**src/rtl/data_receiver_pkg.sv**
```systemverilog
// data_receiver_pkg
//   Constants shared by the image receive path:
//     - state_t : the receiver FSM states (2-bit encoding)
//     - ADDR_W_DEF / DATA_W_DEF : default RAM address and UART byte widths
//     - IMG_END_ADDR : last address of a full image in the shared RAM
package data_receiver_pkg;

  localparam int ADDR_W_DEF = 18;
  localparam int DATA_W_DEF = 8;

  localparam logic [ADDR_W_DEF-1:0] IMG_END_ADDR = 18'd262143;

  typedef enum logic [1:0] {
    S_IDLE  = 2'd0,
    S_WAIT  = 2'd1,
    S_WRITE = 2'd2,
    S_DONE  = 2'd3
  } state_t;

endpackage

```
**src/rtl/data_receiver_if.sv**
```systemverilog
// data_receiver_if
//   Write port of the shared image RAM.
//     addr  : write address
//     wdata : write data
//     wen   : write enable, one cycle per byte
//   master : the writer (data_receiver)
//   slave  : the RAM / observer
interface data_receiver_if
  import data_receiver_pkg::*;
#(
  parameter int ADDR_W = ADDR_W_DEF,
  parameter int DATA_W = DATA_W_DEF
);

  logic [ADDR_W-1:0] addr;
  logic [DATA_W-1:0] wdata;
  logic              wen;

  modport master (output addr, output wdata, output wen);
  modport slave  (input  addr, input  wdata, input  wen);

endinterface

```
**src/rtl/data_receiver_rx_timeout_counter.sv**
```systemverilog
// rx_timeout_counter
//   Counts idle cycles while the receiver waits for the next byte.
//   Only instantiated when RX_TIMEOUT_EN is defined.
//   Ports:
//     clk, rst : clock, asynchronous active-high reset
//     clr      : synchronous clear (has priority over en)
//     en       : count this cycle
//     expired  : en is high and the count has reached TIMEOUT_CYCLES-1
module rx_timeout_counter #(
  parameter int TIMEOUT_CYCLES = 50000000
) (
  input  logic clk,
  input  logic rst,
  input  logic clr,
  input  logic en,
  output logic expired
);

  localparam int CNT_W = $clog2(TIMEOUT_CYCLES) + 1;
  localparam logic [CNT_W-1:0] LAST = CNT_W'(TIMEOUT_CYCLES - 1);

  logic [CNT_W-1:0] cnt_reg;

  always_ff @(posedge clk or posedge rst) begin
    if (rst) begin
      cnt_reg <= '0;
    end else if (clr) begin
      cnt_reg <= '0;
    end else if (en) begin
      cnt_reg <= cnt_reg + CNT_W'(1);
    end
  end

  assign expired = en && (cnt_reg == LAST);

endmodule

```
**src/rtl/data_receiver.sv**
```systemverilog
// data_receiver
//   Writes bytes from the UART receiver into the shared image RAM at
//   addresses 0..end_add, then raises fin.
//   Optional feature macro: RX_TIMEOUT_EN (abort with err after
//   TIMEOUT_CYCLES idle cycles between bytes).
//   Ports:
//     clk, rst  : clock, asynchronous active-high reset
//     start     : begin a reception (honoured only in IDLE)
//     end_add   : last address to write, latched on start
//     rx_data   : received byte, valid with rx_tick
//     rx_tick   : one-cycle new-byte strobe
//     ram       : RAM write port (addr, wdata, wen)
//     busy      : high while waiting for / writing bytes
//     fin       : reception complete, sticky until next start
//     overrun   : sticky, a byte arrived during a write and was dropped
//     err       : sticky timeout flag (0 without RX_TIMEOUT_EN)
module data_receiver
  import data_receiver_pkg::*;
#(
  parameter int ADDR_W         = ADDR_W_DEF,
  parameter int DATA_W         = DATA_W_DEF,
  parameter int TIMEOUT_CYCLES = 50000000
) (
  input  logic              clk,
  input  logic              rst,
  input  logic              start,
  input  logic [ADDR_W-1:0] end_add,
  input  logic [DATA_W-1:0] rx_data,
  input  logic              rx_tick,
  data_receiver_if.master   ram,
  output logic              busy,
  output logic              fin,
  output logic              overrun,
  output logic              err
);

  state_t            state_reg, state_next;
  logic [ADDR_W-1:0] addr_reg, addr_next;
  logic [ADDR_W-1:0] end_reg, end_next;
  logic [DATA_W-1:0] wdata_reg, wdata_next;
  logic              fin_reg, fin_next;
  logic              overrun_reg, overrun_next;
  logic              err_reg, err_next;
  logic              timeout_hit;

`ifdef RX_TIMEOUT_EN
  // Counter restarts whenever we are outside WAIT (so it is zero on entry)
  // and on every received byte.
  rx_timeout_counter #(
    .TIMEOUT_CYCLES(TIMEOUT_CYCLES)
  ) u_timeout (
    .clk     (clk),
    .rst     (rst),
    .clr     ((state_reg != S_WAIT) || rx_tick),
    .en      (state_reg == S_WAIT),
    .expired (timeout_hit)
  );
`else
  logic unused_timeout_cfg;
  assign unused_timeout_cfg = (TIMEOUT_CYCLES > 0);
  assign timeout_hit        = 1'b0;
`endif

  always_ff @(posedge clk or posedge rst) begin
    if (rst) begin
      state_reg   <= S_IDLE;
      addr_reg    <= '0;
      end_reg     <= '0;
      wdata_reg   <= '0;
      fin_reg     <= 1'b0;
      overrun_reg <= 1'b0;
      err_reg     <= 1'b0;
    end else begin
      state_reg   <= state_next;
      addr_reg    <= addr_next;
      end_reg     <= end_next;
      wdata_reg   <= wdata_next;
      fin_reg     <= fin_next;
      overrun_reg <= overrun_next;
      err_reg     <= err_next;
    end
  end

  always_comb begin
    state_next   = state_reg;
    addr_next    = addr_reg;
    end_next     = end_reg;
    wdata_next   = wdata_reg;
    fin_next     = fin_reg;
    overrun_next = overrun_reg;
    err_next     = err_reg;

    case (state_reg)
      S_IDLE: begin
        addr_next = '0;
        if (start) begin
          end_next     = end_add;
          fin_next     = 1'b0;
          overrun_next = 1'b0;
          err_next     = 1'b0;
          state_next   = S_WAIT;
        end
      end

      S_WAIT: begin
        // A byte arriving on the expiry cycle wins over the timeout.
        if (rx_tick) begin
          wdata_next = rx_data;
          state_next = S_WRITE;
        end else if (timeout_hit) begin
          err_next   = 1'b1;
          addr_next  = '0;
          state_next = S_IDLE;
        end
      end

      S_WRITE: begin
        if (rx_tick) begin
          overrun_next = 1'b1;
        end
        // Compare before incrementing so a full-range image never wraps.
        if (addr_reg == end_reg) begin
          fin_next   = 1'b1;
          state_next = S_DONE;
        end else begin
          addr_next  = addr_reg + ADDR_W'(1);
          state_next = S_WAIT;
        end
      end

      S_DONE: begin
        fin_next   = 1'b1;
        addr_next  = '0;
        state_next = S_IDLE;
      end

      default: begin
        state_next = S_IDLE;
      end
    endcase
  end

  assign ram.addr  = addr_reg;
  assign ram.wdata = wdata_reg;
  assign ram.wen   = (state_reg == S_WRITE);
  assign busy      = (state_reg == S_WAIT) || (state_reg == S_WRITE);
  assign fin       = fin_reg;
  assign overrun   = overrun_reg;
  assign err       = err_reg;

endmodule

```
**src/flat_wrapper.sv**
```systemverilog
// flat-port wrapper written by rule: the top's interface ports become plain ports
module data_receiver_flat import data_receiver_pkg::*;
#(
  parameter int ADDR_W         = ADDR_W_DEF,
  parameter int DATA_W         = DATA_W_DEF,
  parameter int TIMEOUT_CYCLES = 50000000
)
  (clk, rst, start, end_add, rx_data, rx_tick, busy, fin, overrun, err, ram_addr, ram_wdata, ram_wen);
  data_receiver_if #(.ADDR_W(ADDR_W), .DATA_W(DATA_W)) ram_i ();
  input  logic clk;
  input  logic rst;
  input  logic start;
  input  logic [ADDR_W-1:0] end_add;
  input  logic [DATA_W-1:0] rx_data;
  input  logic rx_tick;
  output logic busy;
  output logic fin;
  output logic overrun;
  output logic err;
  output wire logic [$bits(ram_i.addr)-1:0] ram_addr;
  output wire logic [$bits(ram_i.wdata)-1:0] ram_wdata;
  output wire logic [$bits(ram_i.wen)-1:0] ram_wen;
  assign ram_addr = ram_i.addr;
  assign ram_wdata = ram_i.wdata;
  assign ram_wen = ram_i.wen;
  data_receiver #(.ADDR_W(ADDR_W), .DATA_W(DATA_W), .TIMEOUT_CYCLES(TIMEOUT_CYCLES)) u_core (.clk(clk), .rst(rst), .start(start), .end_add(end_add), .rx_data(rx_data), .rx_tick(rx_tick), .ram(ram_i), .busy(busy), .fin(fin), .overrun(overrun), .err(err));
endmodule
```
**config.mk**
```make
export PLATFORM = sky130hd
export DESIGN_NAME = data_receiver_flat
export DESIGN_NICKNAME = d
export VERILOG_FILES = /design/src/rtl/data_receiver_pkg.sv /design/src/rtl/data_receiver_if.sv /design/src/rtl/data_receiver_rx_timeout_counter.sv /design/src/rtl/data_receiver.sv /design/src/flat_wrapper.sv
export SDC_FILE = /design/constraint.sdc
export NUM_CORES = 1
export LEC_CHECK = 0
export CORE_MARGIN = 2
export CORE_UTILIZATION = 51
export CTS_CLUSTER_SIZE = 25
export DETAILED_ROUTE_END_ITERATION = 7
export GPL_TIMING_DRIVEN = 0
export PLACE_DENSITY_LB_ADDON = 0.2
export SYNTH_ARGS = -nofsm -noshare
export SYNTH_HDL_FRONTEND = slang
export SYNTH_HIERARCHICAL = 1
export SYNTH_SLANG_ARGS = --single-unit
export TNS_END_PERCENT = 100
```
**constraint.sdc**
```tcl
create_clock -name clk -period 4.7 [get_ports clk]
set_clock_uncertainty 0.15 [all_clocks]
set_input_delay 0.94 -clock clk [delete_from_list [all_inputs] [get_ports clk]]
set_output_delay 0.94 -clock clk [all_outputs]
set_load 0.02 [all_outputs]
```
==> impl_metrics.tcl, run 1 <==
set metrics [dict create \
    status "completed" \
    grt_usage 0.2369 \
    clockBufferDepth 2 \
    cts_setup_buffers 0 \
    drt_first_pass_iters 4 \
    worst_slew_pin_slew_ps 626.0 \
    total_power_mw 1.955 \
    crit_fanout 5 \
    layout_common_cells "59 x clkdlybuf4s50_1, 48 x dfrtp_1, 27 x mux2_2, 18 x xnor2_1, 17 x inv_1" \
    criticalPathCategory "reg -> out" \
    period_share 0.6290 \
    antenna_found_initial 0 \
    p_int_mw 1.222 \
    p_switching_uw 733.6 \
    vias 2158 \
    setup_violations 0 \
    postCtsHoldBufs 0 \
    p_leak_nw 1.415 \
    slew_violations 0 \
    arrival_ps 1870 \
    drive_gt1_frac 0.1629 \
    post-dp-hpwl_mm 4.343 \
    htree_levels 2 \
    die_x_um 75.64 \
    cts-root-buf "clkbuf_8" \
    final_util 0.6826 \
    io_buffers 59 \
    rsz0062_at_grt "false" \
    multiInputGateArea_mm2 0.001303 \
    cts_tree "built" \
    startpoint_type "flip-flop" \
    netlist_area_mm2 0.002618 \
    routed_wirelength_mm 6.256 \
    yosys.cell_types.count 45 \
    synthArstFlopShare 1.000 \
    synth_warnings 6 \
    synth_edf_count 0 \
    post_cts_resized 0 \
    finalWorstSetupSlack_ps 1744 \
    fin_crit_ps 2956 \
    hold_depth 1 \
    p_comb_frac 0.494 \
    die_area_mm2 0.005721 \
    area_growth_syn_to_layout_pct 31.50 \
    power.share.switching 0.3752 \
    fin_tns_setup_ps 0 \
    holdWs_ps 362.0 \
    drc_errors 0 \
    rr_worst_depth 7 \
    clk_pin_slew_ps 90 \
    fin_cells 377 \
    seqPwrFrac 0.342 \
    final_area_mm2 0.003442 \
    place_area_mm2 0.003316 \
    ff_latch_area_mm2 0.001201 \
    clkPwrFrac 0.165 \
    die_y_um 75.64 \
    critPathRequiredTime_ps 3610 \
    powerDensity_mw_per_mm2 568.1 \
    syn_avg_cell_area_um2 10.95 \
    grt_overflow 0 \
    ys_seq_area_frac 0.4589 \
    wire_per_inst_um 16.59 \
    ys.flop_type "dfrtp_1" \
    grt_pass1_vias 2040 \
    grt_max_degree 27 \
    gp_congestion 0.8561 \
    drt_iter0_markers 166 \
    fill_cells 400 \
    clk-insertion-delay-late_ps 300 \
    final_common_cell "clkdlybuf4s50_1" \
    routed_via_density 5.724 \
    hold_viol 0 \
    nets 343 \
    cap_violations 0 \
    slew_headroom 0.5827 \
    io_pins 61 \
    ant_nets 0 \
    syn-num-nets 276 \
    hold_class "reg -> reg" \
    clkSinkCount 48 \
    pre_cts_ws_ps 1604 \
    grt_first_pass_wirelength_mm 10.07 \
    fmax_ghz 0.3383 \
    start_util 0.5191 \
    dp.cells 369 \
    cp-end-kind "output pin" \
    placementRows 26 \
    core_mm2 0.005042 \
    syn_inst 239 \
    diodes 0 \
    synth-seq-cells 48 \
    ir_drop_mv 0.3241 \
    cts_inserted_buffers 5 \
]
==> worst max-delay path, cell delays in order, from the launching register on <==
cell	delay, ps
dfrtp_1	430
inv_1	130
ha_1	380
clkdlybuf4s50_1	630
==> routing by layer <==
layer	global-route usage	routed length, µm	part of all wire
met2	0.3604	3002	0.48
met3	0.07011	522	0.083
met1	0.3328	2680	0.43
met4	0.06433	51	0.0082
met5	0	0	0
==> cells in the mapped netlist, types with 2 or more instances <==
library cell	instances	area, µm²
a211oi_1	2	15.01
xnor2_1	18	157.7
mux2_2	27	304.0
a221oi_1	8	70.07
a221o_1	3	30.03
a21oi_1	6	30.03
a211o_1	3	26.28
nor2_1	9	33.78
clkbuf_1	9	33.78
a21o_1	5	37.54
a31oi_1	2	12.51
or4b_2	2	20.02
nand3_1	9	45.04
a2111oi_0	4	35.03
nand4_1	5	31.28
o2bb2ai_1	6	52.55
ha_1	7	87.58
o21ai_0	5	25.02
a21boi_0	2	15.01
dfrtp_1	48	1201
and3_1	5	31.28
a2111o_1	2	22.52
nand2_1	13	48.80
inv_1	18	67.56
==> cells by family after synthesis <==
kind of cell / count (synthesis) / synth area share
AO/OA/AOI/OAI: 53 / 0.1597
XOR/XNOR: 18 / 0.06023
adder cells (fa/ha/maj): 7 / 0.03346
buffers and inverters: 29 / 0.04350
flip-flops: 48 / 0.4589
multiplexers: 28 / 0.1200
other: 1 / 0.001433
AND/OR/NAND/NOR: 55 / 0.1229
==> layout make-up <==
type,instances,share of cell area
Buffer,11,0.01345
Clock buffer,7,0.02799
Clock inverter,1,0.008724
Inverter,18,0.01963
Multi-Input combinational cell,162,0.3784
Sequential cell,48,0.3490
Tap cell,70,0.02545
Timing Repair Buffer,60,0.1774
==> power by group through the flow <==
stage	sequential [mW]	clock, mW	combinational (mW)
6_report	0.668	0.322	0.965
5_1_grt	0.692	0.346	1.06
4_1_cts	0.669	0.330	0.964
3_5_place_dp	0.678	0	0.957
3_3_place_gp	0.671	0	0.942
2_1_floorplan	0.722	0	0.600
==> path summary, 6_finish.rpt <==
| kind | from | end | slack (ps) |
|---|---|---|---|
| max in group asynchronous | rst | u_core/end_reg[3]$_DFFE_PP0P_ | 3040 |
| min in group asynchronous | rst | u_core/ram.wdata[3]$_DFFE_PP0P_ | 840 |
| worst min register to register | u_core/ram.wdata[3]$_DFFE_PP0P_ | u_core/ram.wdata[3]$_DFFE_PP0P_ | 360 |
| worst max register to register | u_core/state_reg[0]$_DFFE_PP0P_ | u_core/ram.addr[7]$_DFFE_PP0P_ | 2110 |
| worst max-delay path | u_core/state_reg[1]$_DFFE_PP0P_ | busy | 1740 |
| worst min-delay path | u_core/ram.wdata[3]$_DFFE_PP0P_ | u_core/ram.wdata[3]$_DFFE_PP0P_ | 360 |
No activity file was read; power rests on OpenSTA's default activity.
==> inputs of run 2 (changes only) <==
Settings changed: CORE_UTILIZATION 51 to 50.
Clock period 4.7 ns to 2.8 ns, I/O delays scaled along.
==> run 2 against run 1 <==
Against the previous run: sequential share of layout area rose by 0.37 points; power increased by 62%; final area down 1.1%; setup slack worse by 1500 ps; count of clock-buffer cells in the layout grew 1; critical path type is now reg -> reg.
==> impl_metrics.tcl, run 2 (synthesized netlist as in run 1, its figures left out) <==
set metrics [dict create \
    clk-insertion-delay-late_ps 300 \
    io_buffers 59 \
    critPathRequiredTime_ps 2830 \
    worst_slew_pin_slew_ps 644.0 \
    status "completed" \
    area_growth_syn_to_layout_pct 30.11 \
    grt_max_degree 42 \
    cts_setup_buffers 0 \
    ant_nets 0 \
    cp-end-kind "flip-flop" \
    fmax_ghz 0.3902 \
    ir_drop_mv 0.5577 \
    powerDensity_mw_per_mm2 930.6 \
    cts_tree "built" \
    r2r_start "u_core/state_reg[0]$_DFFE_PP0P_" \
    setup_violations 0 \
    slew_violations 0 \
    clk_pin_slew_ps 80 \
    routed_wirelength_mm 6.269 \
    grt_overflow 0 \
    cts_inserted_buffers 5 \
    clkSinkCount 48 \
    placementRows 26 \
    crit_fanout 10 \
    die_x_um 76.36 \
    post_cts_resized 0 \
    die_area_mm2 0.005830 \
    grt_first_pass_wirelength_mm 10.72 \
    gp_congestion 0.8658 \
    hold_class "in -> async" \
    grt_usage 0.2300 \
    layout_common_cells "59 x clkdlybuf4s50_1, 48 x dfrtp_1, 27 x mux2_2, 18 x xnor2_1, 17 x inv_1" \
    diodes 0 \
    dp.cells 369 \
    htree_levels 2 \
    drive_gt1_frac 0.1564 \
    grt_pass1_vias 2153 \
    r2r_setup_slack_ps 240 \
    drc_errors 0 \
    crit_start "u_core/state_reg[0]$_DFFE_PP0P_" \
    cts-root-buf "clkbuf_8" \
    arrival_ps 2600 \
    fin_cells 377 \
    fin_crit_ps 2562 \
    r2r_end "u_core/ram.addr[3]$_DFFE_PP0P_" \
    postCtsHoldBufs 0 \
    period_share 0.9152 \
    die_y_um 76.36 \
    wire_per_inst_um 16.63 \
    rsz0062_at_grt "false" \
    final_util 0.6711 \
    p_leak_nw 1.396 \
    startpoint_type "flip-flop" \
    antenna_found_initial 0 \
    io_pins 61 \
    core_mm2 0.005075 \
    post-dp-hpwl_mm 4.460 \
    final_common_cell "clkdlybuf4s50_1" \
    drt_iter0_markers 192 \
    clockBufferDepth 2 \
    routed_via_density 5.660 \
    slew_headroom 0.5707 \
    cap_violations 0 \
    start_util 0.5158 \
    drt_first_pass_iters 4 \
    hold_viol 0 \
    rr_worst_depth 7 \
    nets 343 \
    criticalPathCategory "reg -> reg" \
    vias 2134 \
]
==> run 2: cell count changes in the layout (fill, tap and decap cells not counted) <==
cell	change
clkbuf_1	+2
clkbuf_8	-1
bufinv_16	-1
==> run 2: worst max-delay path: stages, from the launching register on <==
cell and delay, ps:
dfrtp_1 440, inv_1 140, ha_1 290, inv_1 110
nor4_4 480, clkbuf_1 460, a21oi_1 130, a211o_1 240
==> run 2: cell type report <==
cell class                      instances  area (µm²)
Timing Repair Buffer                   60       610.6
Multi-Input combinational cell        162        1303
Clock buffer                            8       90.09
Buffer                                 11       46.29
Sequential cell                        48        1201
Inverter                               18       67.56
Fill cell                             430        1669
Tap cell                               70       87.58
==> run 2: metrics by stage <==
stage	setup WS (ps)	hold slack [ps]	cell area [µm²]	TNS (ps)	total power, mW
floorplan	511.1	349.5	2618	0	2.219
global placement	-54.22	337.3	3296	-2518	2.699
detailed placement	102.0	348.6	3316	0	2.750
CTS	244.8	332.4	3406	0	3.186
global route	18.52	353.5	3406	0	3.418
finish	237.5	331.9	3406	0	3.169
==> run 2: how the worst max path moves through the flow <==
stage,end,cells past startpoint
after floorplan,u_core/ram.addr[3]$_DFFE_PP0P_,7
after global placement,u_core/ram.addr[14]$_DFFE_PP0P_,2
after detailed placement,u_core/end_reg[0]$_DFFE_PP0P_,4
after CTS,ram_wen,3
after global routing,u_core/ram.addr[9]$_DFFE_PP0P_,7
final,u_core/ram.addr[3]$_DFFE_PP0P_,7
==> run 2: metal layers <==
layer	part of all wire	wire length (µm)	up-vias	global-route usage
li1	-	-	1011	-
met3	0.063	397	2	0.06161
met1	0.44	2755	1051	0.3118
met5	0	0	-	0
met4	0.0043	27	0	0.06000
met2	0.49	3088	70	0.3681
==> run 2: power breakdown <==
group	leakage [nW]	switching, mW	total, mW	internal, mW
Sequential	0.605	0.184	1.12	0.938
Combinational	0.746	0.825	1.62	0.797
Clock	0.0455	0.224	0.425	0.202
==> inputs of run 3 (changes only) <==
Settings changed: SYNTH_HIERARCHICAL 1 to default.
==> run 3 against run 2 <==
Against the previous run: count of clock-buffer cells in the layout unchanged; final area decreased by 1.5%; routed wire length decreased by 3.2%; die area decreased by 1.9%; cell count decreased by 1.3%; critical path type unchanged; largest power group unchanged.
==> impl_metrics.tcl, run 3 <==
set metrics [dict create \
    synth_most_common_cell "dfrtp_1" \
    wire_per_inst_um 16.31 \
    fin_crit_ps 2628 \
    synth_top_area_frac 0.4683 \
    start_util 0.5087 \
    status "completed" \
    r2r_start "u_core.state_reg[0]$_DFFE_PP0P_" \
    routed_wirelength_mm 6.068 \
    die_y_um 75.63 \
    hold_viol 0 \
    setup_violations 0 \
    hold_class "in -> async" \
    clkSinkCount 48 \
    ys.flop_type "dfrtp_1" \
    rr_worst_depth 6 \
    cts-root-buf "clkbuf_8" \
    synthTopCellsByArea "dfrtp_1 47%, mux2_2 11%, xnor2_1 6.1%" \
    synth_warnings 0 \
    vias 2158 \
    grt_pass1_vias 2008 \
    r2r_end "u_core.ram.addr[7]$_DFFE_PP0P_" \
    nets 337 \
    p_leak_nw 1.324 \
    grt_usage 0.2275 \
    area_growth_syn_to_layout_pct 30.73 \
    netlist_area_mm2 0.002565 \
    cts_inserted_buffers 5 \
    cts_tree "built" \
    synth_top_area_cell "dfrtp_1" \
    fill_cells 386 \
    syn_inst 234 \
    slew_headroom 0.4736 \
    post-dp-hpwl_mm 4.500 \
    antenna_found_initial 0 \
    post_cts_resized 0 \
    ys_seq_area_frac 0.4683 \
    io_buffers 59 \
    fin_cells 372 \
    cap_violations 0 \
    yosys.cell_types.count 39 \
    clockBufferDepth 2 \
    criticalPathCategory "reg -> reg" \
    grt_first_pass_wirelength_mm 9.708 \
    grt_max_degree 39 \
    fmax_ghz 0.3805 \
    placementRows 26 \
    synthArstFlopShare 1.000 \
    clk-insertion-delay-late_ps 300 \
    cp-end-kind "flip-flop" \
    gp_congestion 0.9288 \
    drt_iter0_markers 234 \
    slew_violations 0 \
    total_power_mw 3.176 \
    rsz0062_at_grt "false" \
    grt_overflow 0 \
    worst_slew_pin_slew_ps 789.7 \
    final_common_cell "clkdlybuf4s50_1" \
    arrival_ps 2670 \
    io_pins 61 \
    core_mm2 0.005042 \
    critPathRequiredTime_ps 2840 \
    syn_avg_cell_area_um2 10.96 \
    drt_first_pass_iters 5 \
    postCtsHoldBufs 0 \
    synth_edf_count 0 \
    period_share 0.9386 \
    powerDensity_mw_per_mm2 947.1 \
    dp.cells 364 \
    drc_errors 0 \
    syn-num-nets 270 \
    die_x_um 75.63 \
    cts_setup_buffers 0 \
    startpoint_type "flip-flop" \
    synth-seq-cells 48 \
    htree_levels 2 \
    clk_pin_slew_ps 90 \
    crit_fanout 10 \
    routed_via_density 5.801 \
    drive_gt1_frac 0.1258 \
    ys_top_cells_by_count "48 x dfrtp_1, 26 x mux2_2, 18 x xnor2_1, 16 x inv_1, 14 x nand3_1" \
    layout_common_cells "59 x clkdlybuf4s50_1, 48 x dfrtp_1, 26 x mux2_2, 18 x xnor2_1, 15 x inv_1" \
    ir_drop_mv 0.5165 \
    diodes 0 \
    r2r_setup_slack_ps 170 \
    die_area_mm2 0.005719 \
    ant_nets 0 \
]
## run 3: report_power, final
part | total [mW] | internal (mW) | switching [mW]
logic | 1.62 | 0.777 | 0.846
clock network | 0.427 | 0.202 | 0.225
registers | 1.13 | 0.936 | 0.191
total | 3.18 | 1.91 | 1.26
## run 3: routing by layer
| layer | up-vias | share of wire | global-route usage | wire length, µm |
|---|---|---|---|---|
| met5 | - | 0 | 0 | 0 |
| met4 | 0 | 0.010 | 0.06238 | 61 |
| met3 | 7 | 0.062 | 0.04630 | 374 |
| met2 | 94 | 0.48 | 0.3575 | 2890 |
| met1 | 1050 | 0.45 | 0.3228 | 2742 |
| li1 | 1007 | - | - | - |
## run 3: per-stage QoR
stage	hold WS, ps	setup WS [ps]	utilization	setup TNS (ps)	instance area (µm²)
2_1_floorplan	339.2	516.8	-	0	2565
3_3_place_gp	337.0	-16.05	0.6432	-684.7	3243
3_5_place_dp	341.3	119.5	0.6471	0	3263
4_1_cts	347.8	111.0	0.6650	0	3353
5_1_grt	380.5	16.91	0.6650	0	3353
6_report	347.0	171.9	0.6650	0	3353
## run 3: cell families after synthesis
group,count (synthesis),share of synthesized area
compound gates,47,0.1405
xor+xnor,18,0.06146
fa+ha+maj,6,0.02927
buf+inv,26,0.04098
flops,48,0.4683
mux,28,0.1220
other cells,1,0.001462
simple gates,60,0.1361
## run 3: worst max-delay path by stage
stage                                     from                         endpoint  slack (ps)  depth (start not counted)
2_1_floorplan  u_core.state_reg[0]$_DFFE_PP0P_  u_core.ram.addr[10]$_DFFE_PP0P_         520                          7
3_3_place_gp                               rst   u_core.ram.addr[3]$_DFFE_PP0P_         -20                          2
3_5_place_dp   u_core.state_reg[0]$_DFFE_PP0P_   u_core.ram.addr[7]$_DFFE_PP0P_         120                          6
4_1_cts        u_core.state_reg[0]$_DFFE_PP0P_   u_core.ram.addr[7]$_DFFE_PP0P_         110                          6
5_1_grt        u_core.state_reg[0]$_DFFE_PP0P_  u_core.ram.addr[13]$_DFFE_PP0P_          20                          6
6_report       u_core.state_reg[0]$_DFFE_PP0P_   u_core.ram.addr[7]$_DFFE_PP0P_         170                          6
## run 3: critical path, stage by stage, from the launching register on
cell and delay (ps):
dfrtp_1 420, inv_1 120, ha_1 340, nand4_1 240
nor4_4 520, a21oi_1 400, a22o_1 320
## run 3: layout make-up
type / instances / area, µm² / area share
Tap cell: 70 / 87.58 / 0.02612
Clock buffer: 8 / 90.09 / 0.02687
Multi-Input combinational cell: 160 / 1259 / 0.3754
Sequential cell: 48 / 1201 / 0.3582
Inverter: 16 / 60.06 / 0.01791
Timing Repair Buffer: 60 / 610.6 / 0.1821
Buffer: 10 / 45.04 / 0.01343
